## config.mk

```make
export PLATFORM = sky130hd
export DESIGN_NAME = ahb_sram_slave
export DESIGN_NICKNAME = d
export VERILOG_FILES = /design/src/rtl/ahb_pkg.sv /design/src/rtl/ahb_byte_ram.sv /design/src/rtl/ahb_sram_slave.sv
export SDC_FILE = /design/constraint.sdc
export NUM_CORES = 1
export LEC_CHECK = 0
export ABC_AREA = 0
export BUFFER_PORTS_ARGS = -buffer_cell sky130_fd_sc_hd__buf_4
export CAP_MARGIN = 20
export CORE_ASPECT_RATIO = 0.6
export CORE_MARGIN = 2
export CORE_UTILIZATION = 35
export DETAILED_ROUTE_END_ITERATION = 12
export PLACE_DENSITY_LB_ADDON = 0.12
export SLEW_MARGIN = 20
export SYNTH_ARGS = -nofsm -noshare
export SYNTH_HDL_FRONTEND = slang
export SYNTH_HIERARCHICAL = 1
export SYNTH_SLANG_ARGS = --single-unit
export TNS_END_PERCENT = 100
```

## constraint.sdc

```tcl
create_clock -name HCLK -period 5.35 [get_ports HCLK]
set_clock_uncertainty 0.1 [all_clocks]
set_input_delay 0.535 -clock HCLK [delete_from_list [all_inputs] [get_ports HCLK]]
set_output_delay 0.535 -clock HCLK [all_outputs]
set_load 0.005 [all_outputs]
```

## src/rtl/ahb_pkg.sv

```systemverilog
// AHB-Lite encodings and the SRAM slave FSM state type.
// Latency: none (types and constants only).
// Backpressure: not applicable.
package ahb_pkg;

    typedef enum logic [1:0] {
        HTRANS_IDLE   = 2'b00,
        HTRANS_BUSY   = 2'b01,
        HTRANS_NONSEQ = 2'b10,
        HTRANS_SEQ    = 2'b11
    } htrans_e;

    typedef enum logic [2:0] {
        HSIZE_BYTE  = 3'b000,
        HSIZE_HALF  = 3'b001,
        HSIZE_WORD  = 3'b010,
        HSIZE_DWORD = 3'b011
    } hsize_e;

    localparam logic HRESP_OKAY  = 1'b0;
    localparam logic HRESP_ERROR = 1'b1;

    typedef enum logic [1:0] {
        ST_IDLE = 2'b00,
        ST_WAIT = 2'b01,
        ST_ERR1 = 2'b10,
        ST_ERR2 = 2'b11
    } state_e;

endpackage

```

## src/rtl/ahb_byte_ram.sv

```systemverilog
// DEPTH x DATA_W storage with per-byte write enables, cleared by reset.
// Latency: write takes effect on the clock edge, read is combinational.
// Backpressure: none; every enabled write is applied.
module ahb_byte_ram #(
    parameter int DATA_W = 32,
    parameter int DEPTH  = 16,
    localparam int NB    = DATA_W / 8,
    localparam int IW    = $clog2(DEPTH)
) (
    input  logic              clk_i,
    input  logic              rst_n_i,
    input  logic [IW-1:0]     addr_i,
    input  logic [NB-1:0]     we_i,
    input  logic [DATA_W-1:0] wdata_i,
    output logic [DATA_W-1:0] rdata_o
);

    logic [DATA_W-1:0] mem_q [DEPTH];

    always_ff @(posedge clk_i or negedge rst_n_i) begin
        if (!rst_n_i) begin
            for (int w = 0; w < DEPTH; w++) begin
                mem_q[w] <= '0;
            end
        end else begin
            for (int b = 0; b < NB; b++) begin
                if (we_i[b]) begin
                    mem_q[addr_i][b*8 +: 8] <= wdata_i[b*8 +: 8];
                end
            end
        end
    end

    assign rdata_o = mem_q[addr_i];

endmodule

```

## src/rtl/ahb_sram_slave.sv

```systemverilog
// AHB-Lite SRAM slave: decode, wait-state FSM and two-cycle ERROR response.
// Latency: data phase completes after WAIT_STATES low cycles (1 cycle when 0); errors take 2 cycles.
// Backpressure: HREADYOUT low stalls the master; address phases seen while stalled are ignored.
module ahb_sram_slave
    import ahb_pkg::*;
#(
    parameter int DATA_W      = 32,
    parameter int DEPTH       = 16,
    parameter int WAIT_STATES = 0,
    localparam int ADDR_W     = $clog2(DEPTH) + $clog2(DATA_W/8) + 1
) (
    input  logic              HCLK,
    input  logic              HRESETn,
    input  logic              HSEL,
    input  logic [ADDR_W-1:0] HADDR,
    input  logic [1:0]        HTRANS,
    input  logic              HWRITE,
    input  logic [2:0]        HSIZE,
    input  logic [DATA_W-1:0] HWDATA,
    input  logic              HREADY,
    output logic [DATA_W-1:0] HRDATA,
    output logic              HREADYOUT,
    output logic              HRESP
);

    localparam int NB          = DATA_W / 8;
    localparam int LB          = $clog2(NB);
    localparam int IW          = $clog2(DEPTH);
    localparam logic [2:0] MAX_SIZE = 3'(LB);
    localparam logic [3:0] WS  = 4'(WAIT_STATES);

    state_e            state_q, state_d;
    logic [3:0]        cnt_q, cnt_d;
    logic              dp_q, dp_d;
    logic [ADDR_W-1:0] addr_q;
    logic              write_q;
    logic [2:0]        size_q;

    logic              rdy;
    logic              acc;
    logic              req_err;
    logic [2:0]        amask;
    state_e            acc_state;
    logic              acc_dp;
    logic [NB-1:0]     be;
    logic [NB-1:0]     ram_we;
    logic [DATA_W-1:0] ram_rdata;

    always_comb begin
        rdy = 1'b1;
        if (state_q == ST_WAIT) begin
            rdy = (cnt_q == WS);
        end else if (state_q == ST_ERR1) begin
            rdy = 1'b0;
        end
    end

    assign HREADYOUT = rdy;
    assign HRESP     = (state_q == ST_ERR1 || state_q == ST_ERR2) ? HRESP_ERROR : HRESP_OKAY;

    assign acc = HSEL && HREADY && rdy &&
                 (HTRANS == HTRANS_NONSEQ || HTRANS == HTRANS_SEQ);

    // Alignment mask for sizes up to dword; larger sizes are already size errors.
    assign amask   = 3'((8'd1 << HSIZE) - 8'd1);
    assign req_err = HADDR[ADDR_W-1] || (HSIZE > MAX_SIZE) || (|(HADDR[2:0] & amask));

    always_comb begin
        acc_state = ST_IDLE;
        acc_dp    = 1'b0;
        if (acc) begin
            if (req_err) begin
                acc_state = ST_ERR1;
            end else if (WS != 4'd0) begin
                acc_state = ST_WAIT;
                acc_dp    = 1'b1;
            end else begin
                acc_dp    = 1'b1;
            end
        end
    end

    always_comb begin
        state_d = state_q;
        cnt_d   = cnt_q;
        dp_d    = dp_q;
        case (state_q)
            ST_IDLE: begin
                state_d = acc_state;
                dp_d    = acc_dp;
                cnt_d   = 4'd0;
            end
            ST_WAIT: begin
                if (cnt_q == WS) begin
                    state_d = acc_state;
                    dp_d    = acc_dp;
                    cnt_d   = 4'd0;
                end else begin
                    cnt_d   = cnt_q + 4'd1;
                end
            end
            ST_ERR1: begin
                state_d = ST_ERR2;
                dp_d    = 1'b0;
            end
            ST_ERR2: begin
                state_d = acc_state;
                dp_d    = acc_dp;
                cnt_d   = 4'd0;
            end
            default: begin
                state_d = ST_IDLE;
                dp_d    = 1'b0;
                cnt_d   = 4'd0;
            end
        endcase
    end

    always_ff @(posedge HCLK or negedge HRESETn) begin
        if (!HRESETn) begin
            state_q <= ST_IDLE;
            cnt_q   <= 4'd0;
            dp_q    <= 1'b0;
            addr_q  <= '0;
            write_q <= 1'b0;
            size_q  <= 3'd0;
        end else begin
            state_q <= state_d;
            cnt_q   <= cnt_d;
            dp_q    <= dp_d;
            if (acc) begin
                addr_q  <= HADDR;
                write_q <= HWRITE;
                size_q  <= HSIZE;
            end
        end
    end

    // Lanes [off, off + 2^size) within the addressed word.
    always_comb begin
        int off;
        int n;
        be  = '0;
        off = int'(addr_q[LB-1:0]);
        n   = 1 << size_q;
        for (int i = 0; i < NB; i++) begin
            be[i] = (i >= off) && (i < off + n);
        end
    end

    assign ram_we = (dp_q && write_q && rdy && !addr_q[ADDR_W-1]) ? be : '0;
    assign HRDATA = (dp_q && !write_q && rdy) ? ram_rdata : '0;

    ahb_byte_ram #(
        .DATA_W (DATA_W),
        .DEPTH  (DEPTH)
    ) u_ram (
        .clk_i   (HCLK),
        .rst_n_i (HRESETn),
        .addr_i  (addr_q[LB +: IW]),
        .we_i    (ram_we),
        .wdata_i (HWDATA),
        .rdata_o (ram_rdata)
    );

endmodule

```

After elaboration in Yosys (flattened, before gate mapping)
Index checks and enable logic that the tools add are counted.
{ "classes": {"order_cmp": 10, "shift": 2, "n_eq_ne": 6, "n_reduce_logical": 23, "n_mux": 34, "addsub": 3, "bitwise": 2} }
{ "op_table": {"columns": ["op", "n"], "rows": [
  ["bitwise mux 512 bit", 4],
  ["2-to-1 mux 512 bit", 4],
  ["demux 32 bit (select 4 bit)", 4],
  ["binary-select mux 32 bit (select 4 bit)", 1],
  ["2-to-1 mux 32 bit", 4],
  ["less-than comparator 3 x 32 -> 1 bit (first input constant)", 2],
  ["adder 3 x 32 -> 32 bit", 1],
  ["less-than comparator 1 x 32 -> 1 bit (first input constant)", 1],
  ["less-than comparator 2 x 32 -> 1 bit (first input constant)", 1],
  ["<< shifter 1 x 3 -> 32 bit (first input constant)", 1],
  ["2-to-1 mux 24 bit", 1],
  ["2-to-1 mux 16 bit", 1],
  ["logical AND 1 bit", 12],
  ["equality test 2 bit (second input constant)", 4],
  ["2-to-1 mux 4 bit", 2],
  ["2-to-1 mux 8 bit", 1],
  ["one-hot mux 4 bit (2 select lines)", 1],
  ["2-to-1 mux 1 bit", 6],
  ["2-to-1 mux 2 bit", 3],
  ["one-hot mux 2 bit (3 select lines)", 1],
  [">= comparator 5 bit (second input constant)", 1],
  ["less-than comparator 5 x 1 -> 1 bit (second input constant)", 1],
  ["inverter 4 -> 5 bit", 1],
  ["adder 4 x 1 -> 4 bit (second input constant)", 1],
  ["16 further kinds", 21]
]} }
{ "totals": {"in_bits": 49, "ff_bits": 530, "wordCells": 102, "out_inout_bits": 34} }

Logic depth before layout (Yosys ltp)
Gate-level depths: netlist of run 1.
{ "logic_depth": {"word_depth": 13, "mapped_depth": 12, "ltp_nobuf": 11} }

Hierarchy
Netlist of run 1, hierarchy kept.
{ "by_module_without_submodules": {"columns": ["mod", "seq_area_each_um2", "area_per_inst_um2", "cells_each", "n_inst"], "rows": [
  ["ahb_byte_ram", 12812.3, 23643.9, 1431, 1],
  ["ahb_sram_slave", 450.4, 1291.2, 129, 1]
]} }

Least setup slack after synthesis of run 1
OpenSTA, ideal clock, no wires.
{ "synth_path": {"kind": "register -> register", "from": "register size_q[1]", "to": "register u_ram/mem_q[11] in the netlist's numbering", "stages_incl_launch_ff": 13, "setup_slack_ns": 2.349, "setup_time_ns": 0.125, "synth_period_minus_slack_ns": 3.001, "required_ns": 5.125, "arrival_time_ns": 2.776, "path_buffers": 1, "path_cell_list": "dfrtp_1 > nor3_1 > ha_1 > inv_1 > fa_1 > nor2b_1 > a21oi_1 > nor2_1 > a211oi_1 > buf_2 > nand3_2 > nor2_4 > mux2_2"} }
{ "synth_between": {"word_cells_on_any_way": 17, "classes_between": "1 x add/sub; 4 x order compare; 1 x shift; 8 x mux; 3 x reduce/logical"} }
{ "synth_rtl": {"columns": ["item", "line_no", "text"], "rows": [
  ["start, declared", "ahb_sram_slave.sv:37", "logic [2:0] size_q;"],
  ["start signal, assigned", "ahb_sram_slave.sv:126", "size_q <= 3'd0;"],
  ["start signal, assigned", "ahb_sram_slave.sv:134", "size_q <= HSIZE;"],
  ["<< shifter 1 x 3 -> 32 bit (*)", "ahb_sram_slave.sv:145", "n = 1 << size_q;"],
  ["adder 3 x 32 -> 32 bit (*)", "ahb_sram_slave.sv:147", "be[i] = (i >= off) && (i < off + n);"],
  ["less-than comparator 2 x 32 -> 1 bit (*)", "ahb_sram_slave.sv:147", null],
  ["logical AND 1 bit (*)", "ahb_sram_slave.sv:147", null],
  ["2-to-1 mux 4 bit (*)", "ahb_sram_slave.sv:151", "assign ram_we = (dp_q && write_q && rdy && !addr_q[ADDR_W-1]) ? be : '0;"],
  ["via ram_we[1]", "ahb_sram_slave.sv:46", "logic [NB-1:0] ram_we;"],
  ["2-to-1 mux 512 bit (*)", "ahb_byte_ram.sv:27", "if (we_i[b]) begin"],
  ["bitwise mux 512 bit", "ahb_byte_ram.sv:28", "mem_q[addr_i][b*8 +: 8] <= wdata_i[b*8 +: 8];"],
  ["2-to-1 mux 512 bit (*)", "ahb_byte_ram.sv:27", null],
  ["bitwise mux 512 bit", "ahb_byte_ram.sv:28", null],
  ["2-to-1 mux 512 bit (*)", "ahb_byte_ram.sv:27", null],
  ["end signal, assigned by index", "ahb_byte_ram.sv:28", null],
  ["end, declared", "ahb_byte_ram.sv:18", "logic [DATA_W-1:0] mem_q [DEPTH];"]
]} }
The timed path passes the listed nets; every way through them passes the cells marked *.
A chain may end at the register's enable or synchronous reset.

Worst setup path in the final report of run 1
{ "layout_path": {"from": "register addr_q[2]", "to": "output HRDATA[13]"} }
{ "layout_between": {"elab_chain_cells": 5} }
{ "layout_lines": {"columns": ["item", "line_no", "text"], "rows": [
  ["start, declared", "ahb_sram_slave.sv:35", "logic [ADDR_W-1:0] addr_q;"],
  ["start signal, assigned", "ahb_sram_slave.sv:124", "addr_q <= '0;"],
  ["start signal, assigned", "ahb_sram_slave.sv:132", "addr_q <= HADDR;"],
  ["inverter 4 -> 5 bit (not written as such)", "ahb_byte_ram.sv:34", "assign rdata_o = mem_q[addr_i];"],
  ["binary-select mux 32 bit (select 4 bit)", "ahb_byte_ram.sv:34", null],
  ["2-to-1 mux 32 bit (not written as such) (2 in a row)", "ahb_byte_ram.sv:34", null],
  ["via ram_rdata[13]", "ahb_sram_slave.sv:47", "logic [DATA_W-1:0] ram_rdata;"],
  ["2-to-1 mux 32 bit", "ahb_sram_slave.sv:152", "assign HRDATA = (dp_q && !write_q && rdy) ? ram_rdata : '0;"],
  ["end, declared", "ahb_sram_slave.sv:21", "output logic [DATA_W-1:0] HRDATA,"]
]} }
The timed path passes the listed nets, and every way through them passes these cells. The select of a mux whose other input is x is not followed.

==> run summary, run 1 <==
Yosys warning count - 6
Final Hold Violating Endpoints - 0
Achievable Freq - 244.8 MHz
maximum vdd ir drop - 0.0003158 V
starting utilization of the core area - 35.52%
share of final-layout standard cells stronger than drive strength 1 - 55.23%
Top Ports - 83
TritonCTS Sinks - 530
Post-Synthesis Net Count - 1618
standard cell with the maximum stage delay on the critical path - dfrtp_4
Worst Max-Slew Pin Slew - 0.9349 ns
die outline height - 210.8 um
worst path arrival time - 3.45 ns
area of the core - 0.07019 mm^2
final cell utilization of the core - 40.25%
Final setup violation count - 0
async set-or-reset flop fraction in the synthesized netlist - 100.0%
Tot Pwr - 10.79 mW
number of pins exceeding their max-slew limit in the final report - 0
count of distinct cell types in the synthesized netlist - 52
worst path cell trace - buf_12 -> mux4_2 -> a22oi_1 -> nand2_1 -> and2_1 -> buf_4
clock tree from TritonCTS - yes
Hold Crit Depth - 2
RSZ-0062 raised after global routing - no
Worst setup SP type - flip-flop
Worst-Skew Late Latency - 0.61 ns
Post-synth top flop - dfrtp_1
P&R area growth vs syn - 13.32%
run status - complete, no violations
gr ovfl total - 0
startpoint of the most critical setup path - addr_q[2]
violation count after the first detailed-route iteration - 726
pin count of the biggest net entering global routing - 141
final WL - 58970 um
Slew Limit Headroom - 37.67%
PD cells - 381.9 mW/mm^2
post-detail-place hpwl - 36660 um
Setup Total Neg Slack - 0 ns
required arrival time at the worst endpoint - 4.72 ns
r2r startpoint - cnt_q[0]
count of antenna-violating nets left after detailed routing - 0
type of the worst setup path - reg2out
most frequent cells in the layout - dfrtp_1 (528), mux2_2 (507), mux4_2 (128)
DRC violation count after routing - 0
worst r2r path cells - 9
initial antenna violation count - 0
sequential cell area fraction in the yosys report - 53.19%
largest fanout on the critical path - 54
diode insertion count for antenna repair - 0
average wire length per cell after detail routing - 22.81 um
minimum clock period after layout - 4.085 ns
number of synthesized flops with an enable pin - 0
fill cell total of the finished layout - 6415
per-instance average area after synthesis - 15.98 um^2
total of buffers placed on input and output ports - 81
horizontal die dimension - 348.6 um
Largest stage delay, worst path - 0.99 ns
global-route wire length before repair - 93090 um
Worst Hold Launch - HADDR[2]
buffer depth of the longest clock path - 3
commonest non-fill, non-tap cell in the layout - dfrtp_1
synthesized netlist cell count - 1560
synthesis-stage register bit count - 530
leakage power - 13.07 nW
worst min path class - in2reg
Final GP Congestion - 0.7304
Die Footprint - 0.07346 mm^2
CP Capture Type - primary output
site row count - 75
number of clock buffers inserted by TritonCTS - 52
via density per instance - 5.215
Clock Pin Slew Worst Setup and Hold Paths - 0.07 ns
vias - 13490
number of global-route vias before repair - 14680
number of nets in the finished design - 1678
final worst-path cycle share - 76.35%
H-tree levels - 2
root cell of the clock tree - clkbuf_16
Detailed Routing Iterations Pass 1 - 4
GRT Util Overall - 16.53%
total of max-cap violations - 0
post-synthesis cell area - 0.02494 mm^2
[flip-flops by register name (all words and copies together) (netlist names)]
name and cells:
cnt_q 4, addr_q 7, u_ram/mem_q 512, size_q 3, state_q 2, write_q 1, dp_q 1
[cell usage after synthesis (4+ instances only)]
| cell type | instances | share of area (%) |
|---|---|---|
| nand3_4 | 11 | 0.77 |
| a22oi_1 | 64 | 1.9 |
| buf_4 | 10 | 0.30 |
| nand2b_1 | 7 | 0.18 |
| buf_2 | 29 | 0.58 |
| o21ai_0 | 4 | 0.080 |
| ha_1 | 8 | 0.40 |
| nor2_1 | 4 | 0.060 |
| mux4_2 | 128 | 12 |
| nor2_4 | 23 | 1.0 |
| mux2_1 | 6 | 0.27 |
| dfrtp_1 | 530 | 53 |
| nand2_1 | 38 | 0.57 |
| nor2_2 | 12 | 0.30 |
| nor2b_1 | 4 | 0.10 |
| inv_1 | 9 | 0.14 |
| and2_1 | 33 | 0.83 |
| mux2_2 | 507 | 23 |
| buf_6 | 11 | 0.50 |
| nand3_2 | 4 | 0.16 |
| nor2_8 | 12 | 0.96 |
| a21oi_1 | 4 | 0.080 |
| nor3_1 | 6 | 0.12 |
| nand3b_4 | 6 | 0.48 |
| mux2_4 | 11 | 0.66 |
| clkbuf_1 | 44 | 0.66 |
[final cells by class]
type	count	area (um^2)	area share, %
Clock buffer	78	1550	5.486
Tap cell	924	1156	4.092
Timing Repair Buffer	105	893.4	3.162
Multi-Input combinational cell	922	11130	39.38
Inverter	9	33.78	0.1196
Sequential cell	530	13270	46.96
Clock inverter	18	225.2	0.7971
[power breakdown]
group / total (mW) / internal [mW] / switching (mW)
Clock: 3.85 / 2.24 / 1.60
Combinational: 2.48 / 1.09 / 1.39
Sequential: 4.46 / 4.14 / 0.322
Total: 10.8 / 7.47 / 3.32
[logic make-up (layout without fill, tap and decap cells)]
family / count (synthesis) / after routing / synth area share [%]
and+or+nand+nor: 181 / 181 / 6.202
muxes: 654 / 654 / 35.52
buffers and inverters: 108 / 210 / 2.313
AOI/OAI and AO/OA: 78 / 78 / 2.293
DFF: 530 / 530 / 53.19
adders and majority gates: 9 / 9 / 0.4817
[metal layers]
layer	GRT usage [%]	routed length, um	vias to the layer above
li1	-	-	5979
met1	25.30	29990	7283
met2	24.67	25940	157
met3	2.897	2167	66
met4	3.121	879	0
met5	0	0	-
[per-stage QoR]
stage,instance area (um^2),hold slack [ns],instances,worst slack [ns]
final,28260,0.06060,2586,1.265
after global routing,28260,0.02319,2586,0.9454
after CTS,28260,0.02340,2586,1.137
after detailed placement,26470,0.3737,2489,1.512
after global placement,26440,0.3719,2488,1.572
after floorplan,24940,0.1394,1560,2.349
[worst max-delay path: cells and delay by family, from the launching register on]
family	cells	cell delay (ns)
compound gates	1	0.19
flops	1	0.99
mux	1	0.61
buf+inv	2	0.62
simple gates	2	0.31
[repair_timing]
| item | in CTS | in global routing |
|---|---|---|
| resized for setup | 0 | 0 |
| setup buffers | 0 | 0 |
| hold buffers | 1 | 0 |
| hold endpoints to repair | 83 | 0 |
[worst paths after layout]
| check | slack, ns | to |
|---|---|---|
| max | 1.27 | HRDATA[13] |
| min reg2reg | 0.39 | u_ram/mem_q[442] |
| min | 0.06 | addr_q[2] |
| max in group asynchronous | 3.45 | u_ram/mem_q[431] |
| max reg2reg | 1.49 | u_ram/mem_q[391] |
| min in group asynchronous | 0.47 | u_ram/mem_q[318] |
Note: power is estimated with default switching activity, not from simulation.
==> run 2, diff against run 1 <==
==> constraint.sdc (replaced) <==
create_clock -name HCLK -period 3.3 [get_ports HCLK]
set_clock_uncertainty 0.1 [all_clocks]
set_input_delay 0.33 -clock HCLK [delete_from_list [all_inputs] [get_ports HCLK]]
set_output_delay 0.33 -clock HCLK [all_outputs]
set_load 0.005 [all_outputs]
==> run 2 against run 1 <==
Clock power is 55% higher. Register-to-register slack worse by 1.4 ns. Flip-flop and latch count stayed put. Power is 65% higher.
==> run summary, run 2 (same netlist as run 1, synthesis figures left out) <==
gr ovfl total - 0 (unchanged)
number of cells after detailed placement - 2556 (+2.7%)
global routing usage on met1 - 27.04% (+1.7 points)
worst hold margin - 0.1973 ns (+0.1367 ns)
post-detail-place hpwl - 39470 um (+7.7%)
run status - complete, no violations
Worst setup SP type - flip-flop
Achievable Freq - 311.6 MHz
maximum vdd ir drop - 0.0004922 V (+56%)
PD cells - 597.9 mW/mm^2 (+57%)
site row count - 75 (unchanged)
final non-filler cell total - 2710 (+4.8%)
global-route wire length before repair - 97020 um (+4.2%)
buffer depth of the longest clock path - 3 (unchanged)
final worst-path setup slack - 0.09061 ns (-1.175 ns)
area of the core - 0.07019 mm^2 (unchanged)
leakage power - 13.77 nW (+5.4%)
final WL - 61620 um (+4.5%)
share of final-layout standard cells stronger than drive strength 1 - 56.33% (+1.1 points)
final worst-path cycle share - 97.25%
number of global-route vias before repair - 15230 (+3.8%)
worst path arrival time - 3.60 ns (+0.15 ns)
Final Hold Violating Endpoints - 0 (unchanged)
Final GP Congestion - 0.7422 (+1.6%)
TritonCTS Sinks - 530 (unchanged)
Slew Limit Headroom - 59.84% (+22 points)
violation count after the first detailed-route iteration - 691 (-4.8%)
H-tree levels - 2 (unchanged)
Worst Max-Slew Pin Slew - 0.6024 ns (-0.3325 ns)
Tot Pwr - 17.85 mW (+65%)
total of max-cap violations - 0 (unchanged)
Worst-Skew Late Latency - 0.60 ns (about the same)
most frequent cells in the layout - dfrtp_1 (527), mux2_2 (501), buf_4 (136)
initial antenna violation count - 1 (+1)
via density per instance - 5.163 (-0.98%)
average wire length per cell after detail routing - 22.74 um (-0.30%)
vias - 13990 (+3.8%)
RSZ-0062 raised after global routing - yes
CP Capture Type - flip-flop
most flop-heavy register - u_ram/mem_q
number of pins exceeding their max-slew limit in the final report - 0 (unchanged)
commonest non-fill, non-tap cell in the layout - dfrtp_1
pin count of the biggest net entering global routing - 84 (-40%)
Top Ports - 83 (unchanged)
Die Footprint - 0.07346 mm^2 (unchanged)
Final setup violation count - 0 (unchanged)
global routing met2 resource utilization - 25.36% (+0.69 points)
type of the worst setup path - reg2reg
count of antenna-violating nets left after detailed routing - 0 (unchanged)
starting utilization of the core area - 35.52% (unchanged)
total of buffers placed on input and output ports - 81 (unchanged)
Detailed Routing Iterations Pass 1 - 5 (+1)
root cell of the clock tree - clkbuf_16
Regs by FF count - u_ram/mem_q: 512 flops, addr_q: 7 flops, cnt_q: 4 flops
P&R area growth vs syn - 19.71%
Clock Pin Slew Worst Setup and Hold Paths - 0.06 ns (about the same)
die outline height - 210.8 um (unchanged)
clock tree from TritonCTS - yes
largest fanout on the critical path - 8 (-85%)
number of clock buffers inserted by TritonCTS - 52 (unchanged)
required arrival time at the worst endpoint - 3.69 ns (-1.03 ns)
minimum clock period after layout - 3.209 ns
GRT Util Overall - 17.26% (+0.73 points)
number of nets in the finished design - 1807 (+7.7%)
Placement Setup Slack - -0.07138 ns (-1.584 ns)
horizontal die dimension - 348.6 um (unchanged)
diode insertion count for antenna repair - 0 (unchanged)
flip-flop count of the largest register after layout - 512 (unchanged)
met3 Track Usage GR - 2.492% (-0.41 points)
most crowded layer after global routing - met1
worst min path class - in2async
DRC violation count after routing - 0 (unchanged)
run 2: cell types whose count changed in the layout (fill, tap and decap cells not counted), sizes merged:
| cell | previous run | this run |
|---|---|---|
| buf | 104 | 186 |
| inv | 11 | 9 |
| bufinv | 5 | 2 |
| dlygate4sd3 | 1 | 48 |
| clkinv | 10 | 3 |
| clkbuf | 78 | 85 |
run 2: per-stage QoR:
step | setup TNS, ns | utilization [%] | cell area, um^2
after global routing | -0.5484 | 42.53 | 29850
after global placement | -3.692 | 39.04 | 27400
after floorplan | 0 | - | 24940
final | 0 | 42.53 | 29850
after detailed placement | -4.007 | 39.04 | 27400
after CTS | -0.06710 | 42.29 | 29690
run 2: worst paths after layout:
kind,from,end,slack (ns),cells past startpoint
worst max-delay path,size_q[1],u_ram/mem_q[204],0.09,13
worst min register to register,u_ram/mem_q[442],u_ram/mem_q[442],0.39,1
min in group HCLK,HTRANS[1],addr_q[5],0.37,3
max in group asynchronous,HRESETn,u_ram/mem_q[138],1.78,4
worst min-delay path,HRESETn,u_ram/mem_q[511],0.20,2
worst max register to register,size_q[1],u_ram/mem_q[204],0.09,13
run 2: critical path, stage by stage (launching register included):
cell,delay (ns)
dfrtp_1,0.40
nor3_2,0.23
ha_2,0.22
inv_1,0.05
fa_2,0.34
nor2b_1,0.15
a21oi_2,0.12
nor2_1,0.10
a211oi_4,0.31
buf_4,0.23
nand3b_4,0.09
buf_6,0.16
nor2_8,0.24
mux2_2,0.37
run 2: power breakdown:
part / total [mW] / internal, mW / leakage [nW] / switching, mW
Clock: 5.98 / 3.43 / 0.821 / 2.55
Combinational: 4.92 / 2.18 / 5.90 / 2.73
Sequential: 6.95 / 6.72 / 7.04 / 0.233
run 2: repair_timing:
| item | 4_1_cts | 5_1_grt |
|---|---|---|
| pin swaps | 6 | 3 |
| buffers inserted | 7 | 8 |
| gates resized for setup | 13 | 15 |
| setup endpoints to repair | 126 | 226 |
| cloned | 0 | 0 |
| hold buffers | 48 | 0 |
| hold endpoints to repair | 562 | 0 |
run 2: layout make-up:
type	count	area, um^2
Multi-Input combinational cell	922	11230
Timing Repair Buffer	234	2482
Clock buffer	85	1597
Tap cell	924	1156
Sequential cell	530	13270
Clock inverter	6	82.58
Inverter	9	33.78
Fill cell	6380	40340
run 2: layer usage:
metal	vias to the layer above	part of all wire (%)
li1	6202	-
met1	7548	52
met2	167	43
met3	74	3.1
met4	2	1.5
met5	-	0.021
==> run 3, diff against run 2 <==
--- a/config.mk
+++ b/config.mk
@@ -16,6 +16,5 @@
 export SLEW_MARGIN = 20
 export SYNTH_ARGS = -nofsm -noshare
 export SYNTH_HDL_FRONTEND = slang
-export SYNTH_HIERARCHICAL = 1
 export SYNTH_SLANG_ARGS = --single-unit
 export TNS_END_PERCENT = 100
==> run 3 against run 2 <==
Combinational power up 6.1%. Via count up 1.9%. Cell count up 0.33%. Clock power up 6.9%. Register-to-register slack better by 0.16 ns. Count of clock-buffer cells in the layout down 6. Flip-flop and latch count unchanged.
==> run summary, run 3 <==
run status - complete, no violations
worst min path class - in2reg
most flop-heavy register - u_ram.mem_q
Detailed Routing Iterations Pass 1 - 5 (unchanged)
most crowded layer after global routing - met1
CP Capture Type - primary output
worst reg2reg endpoint - u_ram.mem_q[118]
global routing usage on met1 - 27.71% (+0.67 points)
leakage power - 12.69 nW (-7.9%)
worst hold margin - 0.04151 ns (-0.1558 ns)
count of antenna-violating nets left after detailed routing - 0 (unchanged)
Setup Total Neg Slack - 0 ns (unchanged)
final WL - 62230 um (+0.99%)
sequential cell area fraction in the yosys report - 53.43% (+0.24 points)
number of nets in the finished design - 1810 (+0.17%)
commonest non-fill, non-tap cell in the layout - dfrtp_1
Yosys warning count - 0 (-6)
worst r2r path cells - 9 (-4)
average wire length per cell after detail routing - 22.89 um (+0.65%)
starting utilization of the core area - 35.46% (-0.064 points)
commonest cells in the synthesized netlist - dfrtp_1 (530), mux2_2 (524), mux4_2 (128), a22oi_1 (64), clkbuf_1 (56)
total of max-cap violations - 0 (unchanged)
power spent charging and discharging nets - 5.981 mW (+8.5%)
RSZ-0062 raised after global routing - no
flip-flop count of the largest register after layout - 512 (unchanged)
site row count - 75 (unchanged)
P&R area growth vs syn - 18.91%
top cell type's share of synthesized area - 53.43% (+0.24 points)
fin area - 0.02952 mm^2 (-1.1%)
async set-or-reset flop fraction in the synthesized netlist - 100.0% (unchanged)
Final GP Congestion - 0.7614 (+2.6%)
most common cell in the synthesized netlist - dfrtp_1
Top Ports - 83 (unchanged)
post-detail-place hpwl - 41300 um (+4.6%)
Gate power share - 27.9% (+0.4 points)
global routing met2 resource utilization - 24.75% (-0.61 points)
number of clock buffers inserted by TritonCTS - 53 (+1.9%)
die outline height - 210.3 um (-0.22%)
top cells by area in the synthesized netlist - dfrtp_1 (53%), mux2_2 (24%), mux4_2 (12%)
placement-stage cell area - 0.02717 mm^2 (-0.86%)
number of pins exceeding their max-slew limit in the final report - 0 (unchanged)
maximum vdd ir drop - 0.0004890 V (-0.66%)
Post-synth top flop - dfrtp_1
internal cell power - 12.71 mW (+3.1%)
horizontal die dimension - 347.8 um (-0.22%)
worst path arrival time - 2.73 ns (-0.87 ns)
Die Footprint - 0.07314 mm^2 (-0.44%)
required arrival time at the worst endpoint - 2.87 ns (-0.82 ns)
GRT Util Overall - 17.32% (+0.054 points)
met3 Track Usage GR - 2.700% (+0.21 points)
largest fanout on the critical path - 32 (+24)
Placement Setup Slack - 0.2997 ns (+0.3711 ns)
proportion of power drawn by the clock network - 34.2% (+0.7 points)
internal reg-to-reg setup slack - 0.25 ns (+0.16 ns)
initial antenna violation count - 2 (+1)
startpoint of the most critical setup path - addr_q[2]
fill cell total of the finished layout - 6336 (-0.69%)
global-route wire length before repair - 96970 um (about the same)
fraction of power spent switching nets - 31.99% (+1.1 points)
Worst setup SP type - flip-flop
Worst-Skew Late Latency - 0.60 ns (about the same)
number of synthesized flops with an enable pin - 0 (unchanged)
buffer depth of the longest clock path - 3 (unchanged)
Achievable Freq - 316.4 MHz (+1.6%)
H-tree levels - 2 (unchanged)
minimum clock period after layout - 3.160 ns (-0.04928 ns)
per-instance average area after synthesis - 15.87 um^2 (-0.70%)
post-synthesis cell type with the largest combined area - dfrtp_1
Regs by FF count - u_ram.mem_q: 512 flops, addr_q: 7 flops, cnt_q: 4 flops
share of final-layout standard cells stronger than drive strength 1 - 54.96% (-1.4 points)
vias - 14260 (+1.9%)
Slew Limit Headroom - 33.23% (-27 points)
clock tree from TritonCTS - yes
area of the core - 0.07000 mm^2 (-0.27%)
final worst-path setup slack - 0.1399 ns (+0.04928 ns)
post-synthesis cell area - 0.02482 mm^2 (-0.45%)
synthesis-stage register bit count - 530 (unchanged)
Worst Max-Slew Pin Slew - 1.002 ns (+0.3991 ns)
number of global-route vias before repair - 15310 (+0.51%)
Critical Path Sink - HRDATA[21]
root cell of the clock tree - clkbuf_16
violation count after the first detailed-route iteration - 824 (+19%)
gr ovfl total - 0 (unchanged)
share of power burned in registers - 37.9% (-1.1 points)
type of the worst setup path - reg2out
Final setup violation count - 0 (unchanged)
TritonCTS Sinks - 530 (unchanged)
Clock Pin Slew Worst Setup and Hold Paths - 0.06 ns (about the same)
Final Hold Violating Endpoints - 0 (unchanged)
PD cells - 633.4 mW/mm^2 (+5.9%)
DRC violation count after routing - 0 (unchanged)
final worst-path cycle share - 95.76% (-1.5 points)
synthesized netlist cell count - 1564 (+0.26%)
count of distinct cell types in the synthesized netlist - 46 (-12%)
via density per instance - 5.245 (+1.6%)
Post-Synthesis Net Count - 1622 (+0.25%)
most frequent cells in the layout - dfrtp_1 (527), mux2_2 (524), buf_4 (176)
r2r startpoint - size_q[1]
pin count of the biggest net entering global routing - 99 (+18%)
total of buffers placed on input and output ports - 81 (unchanged)
Tot Pwr - 18.69 mW (+4.7%)
## run 3: cell types whose count changed after synthesis, sizes merged, moves of 10 or more
cell	previous run	this run
a211oi	2	12
and2	34	3
a21oi	4	36
nand4	1	15
nor2	51	9
a2111oi	1	21
## run 3: cell type report
class	instances	area, um^2	share of cell area, %
Sequential cell	530	13270	44.96
Multi-Input combinational cell	918	11070	37.51
Timing Repair Buffer	241	2141	7.253
Clock buffer	79	1617	5.477
Tap cell	924	1156	3.917
Clock inverter	18	229.0	0.7757
Inverter	8	30.03	0.1017
Antenna cell	1	2.502	0.008478
## run 3: worst min-delay path by stage
stage	from	to	slack (ns)	cells after the start
3_3_place_gp	HRESETn	u_ram.mem_q[23]	0.38	1
3_5_place_dp	HRESETn	u_ram.mem_q[23]	0.39	1
2_1_floorplan	HRESETn	addr_q[0]	-0.07	0
6_report	HWDATA[20]	u_ram.mem_q[84]	0.04	2
5_1_grt	HWDATA[20]	u_ram.mem_q[404]	0.02	2
4_1_cts	HWDATA[20]	u_ram.mem_q[84]	0.004	2
## run 3: worst max-delay path, stage by stage, from the launching register on
cell and delay (ns):
dfrtp_4 0.60, buf_12 0.31, mux4_2 0.55, a22oi_1 0.28, a21oi_1 0.19, buf_4 0.17
## run 3: power by group through the flow
stage / logic (mW) / registers, mW / clock network (mW)
2_1_floorplan: 3.71 / 7.01 / 0
3_3_place_gp: 5.14 / 7.20 / 0
3_5_place_dp: 5.20 / 7.20 / 0
4_1_cts: 5.26 / 7.09 / 6.62
5_1_grt: 5.62 / 7.13 / 6.90
6_report: 5.22 / 7.09 / 6.39
## run 3: per-layer routing
layer,vias up,share of wire (%)
met1,7624,53
met5,-,0
met4,0,1.3
li1,6363,-
met3,64,3.9
met2,210,42
## run 3: cells by family (layout without fill, tap and decap cells)
family	after synthesis	count (layout)	share of synthesized area [%]
flops	530	530	53.43
other cells	0	1	0
mux	652	652	35.38
simple gates	112	112	2.530
fa+ha+maj	9	9	0.4839
buf+inv	116	346	2.107
compound gates	145	145	6.069
## run 3: per-stage QoR
step	cells	utilization [%]
after floorplan	1564	-
after global placement	2571	38.81
after detailed placement	2571	38.81
after CTS	2713	42.09
after global routing	2718	42.16
final	2719	42.16
## run 3: what timing repair did
action / 4_1_cts / 5_1_grt
endpoints found under the setup margin: 2 / 10
hold buffers: 45 / 0
setup buffers: 0 / 5
endpoints found under the hold margin: 511 / 0
gates cloned: 0 / 0
gates resized for setup: 1 / 3
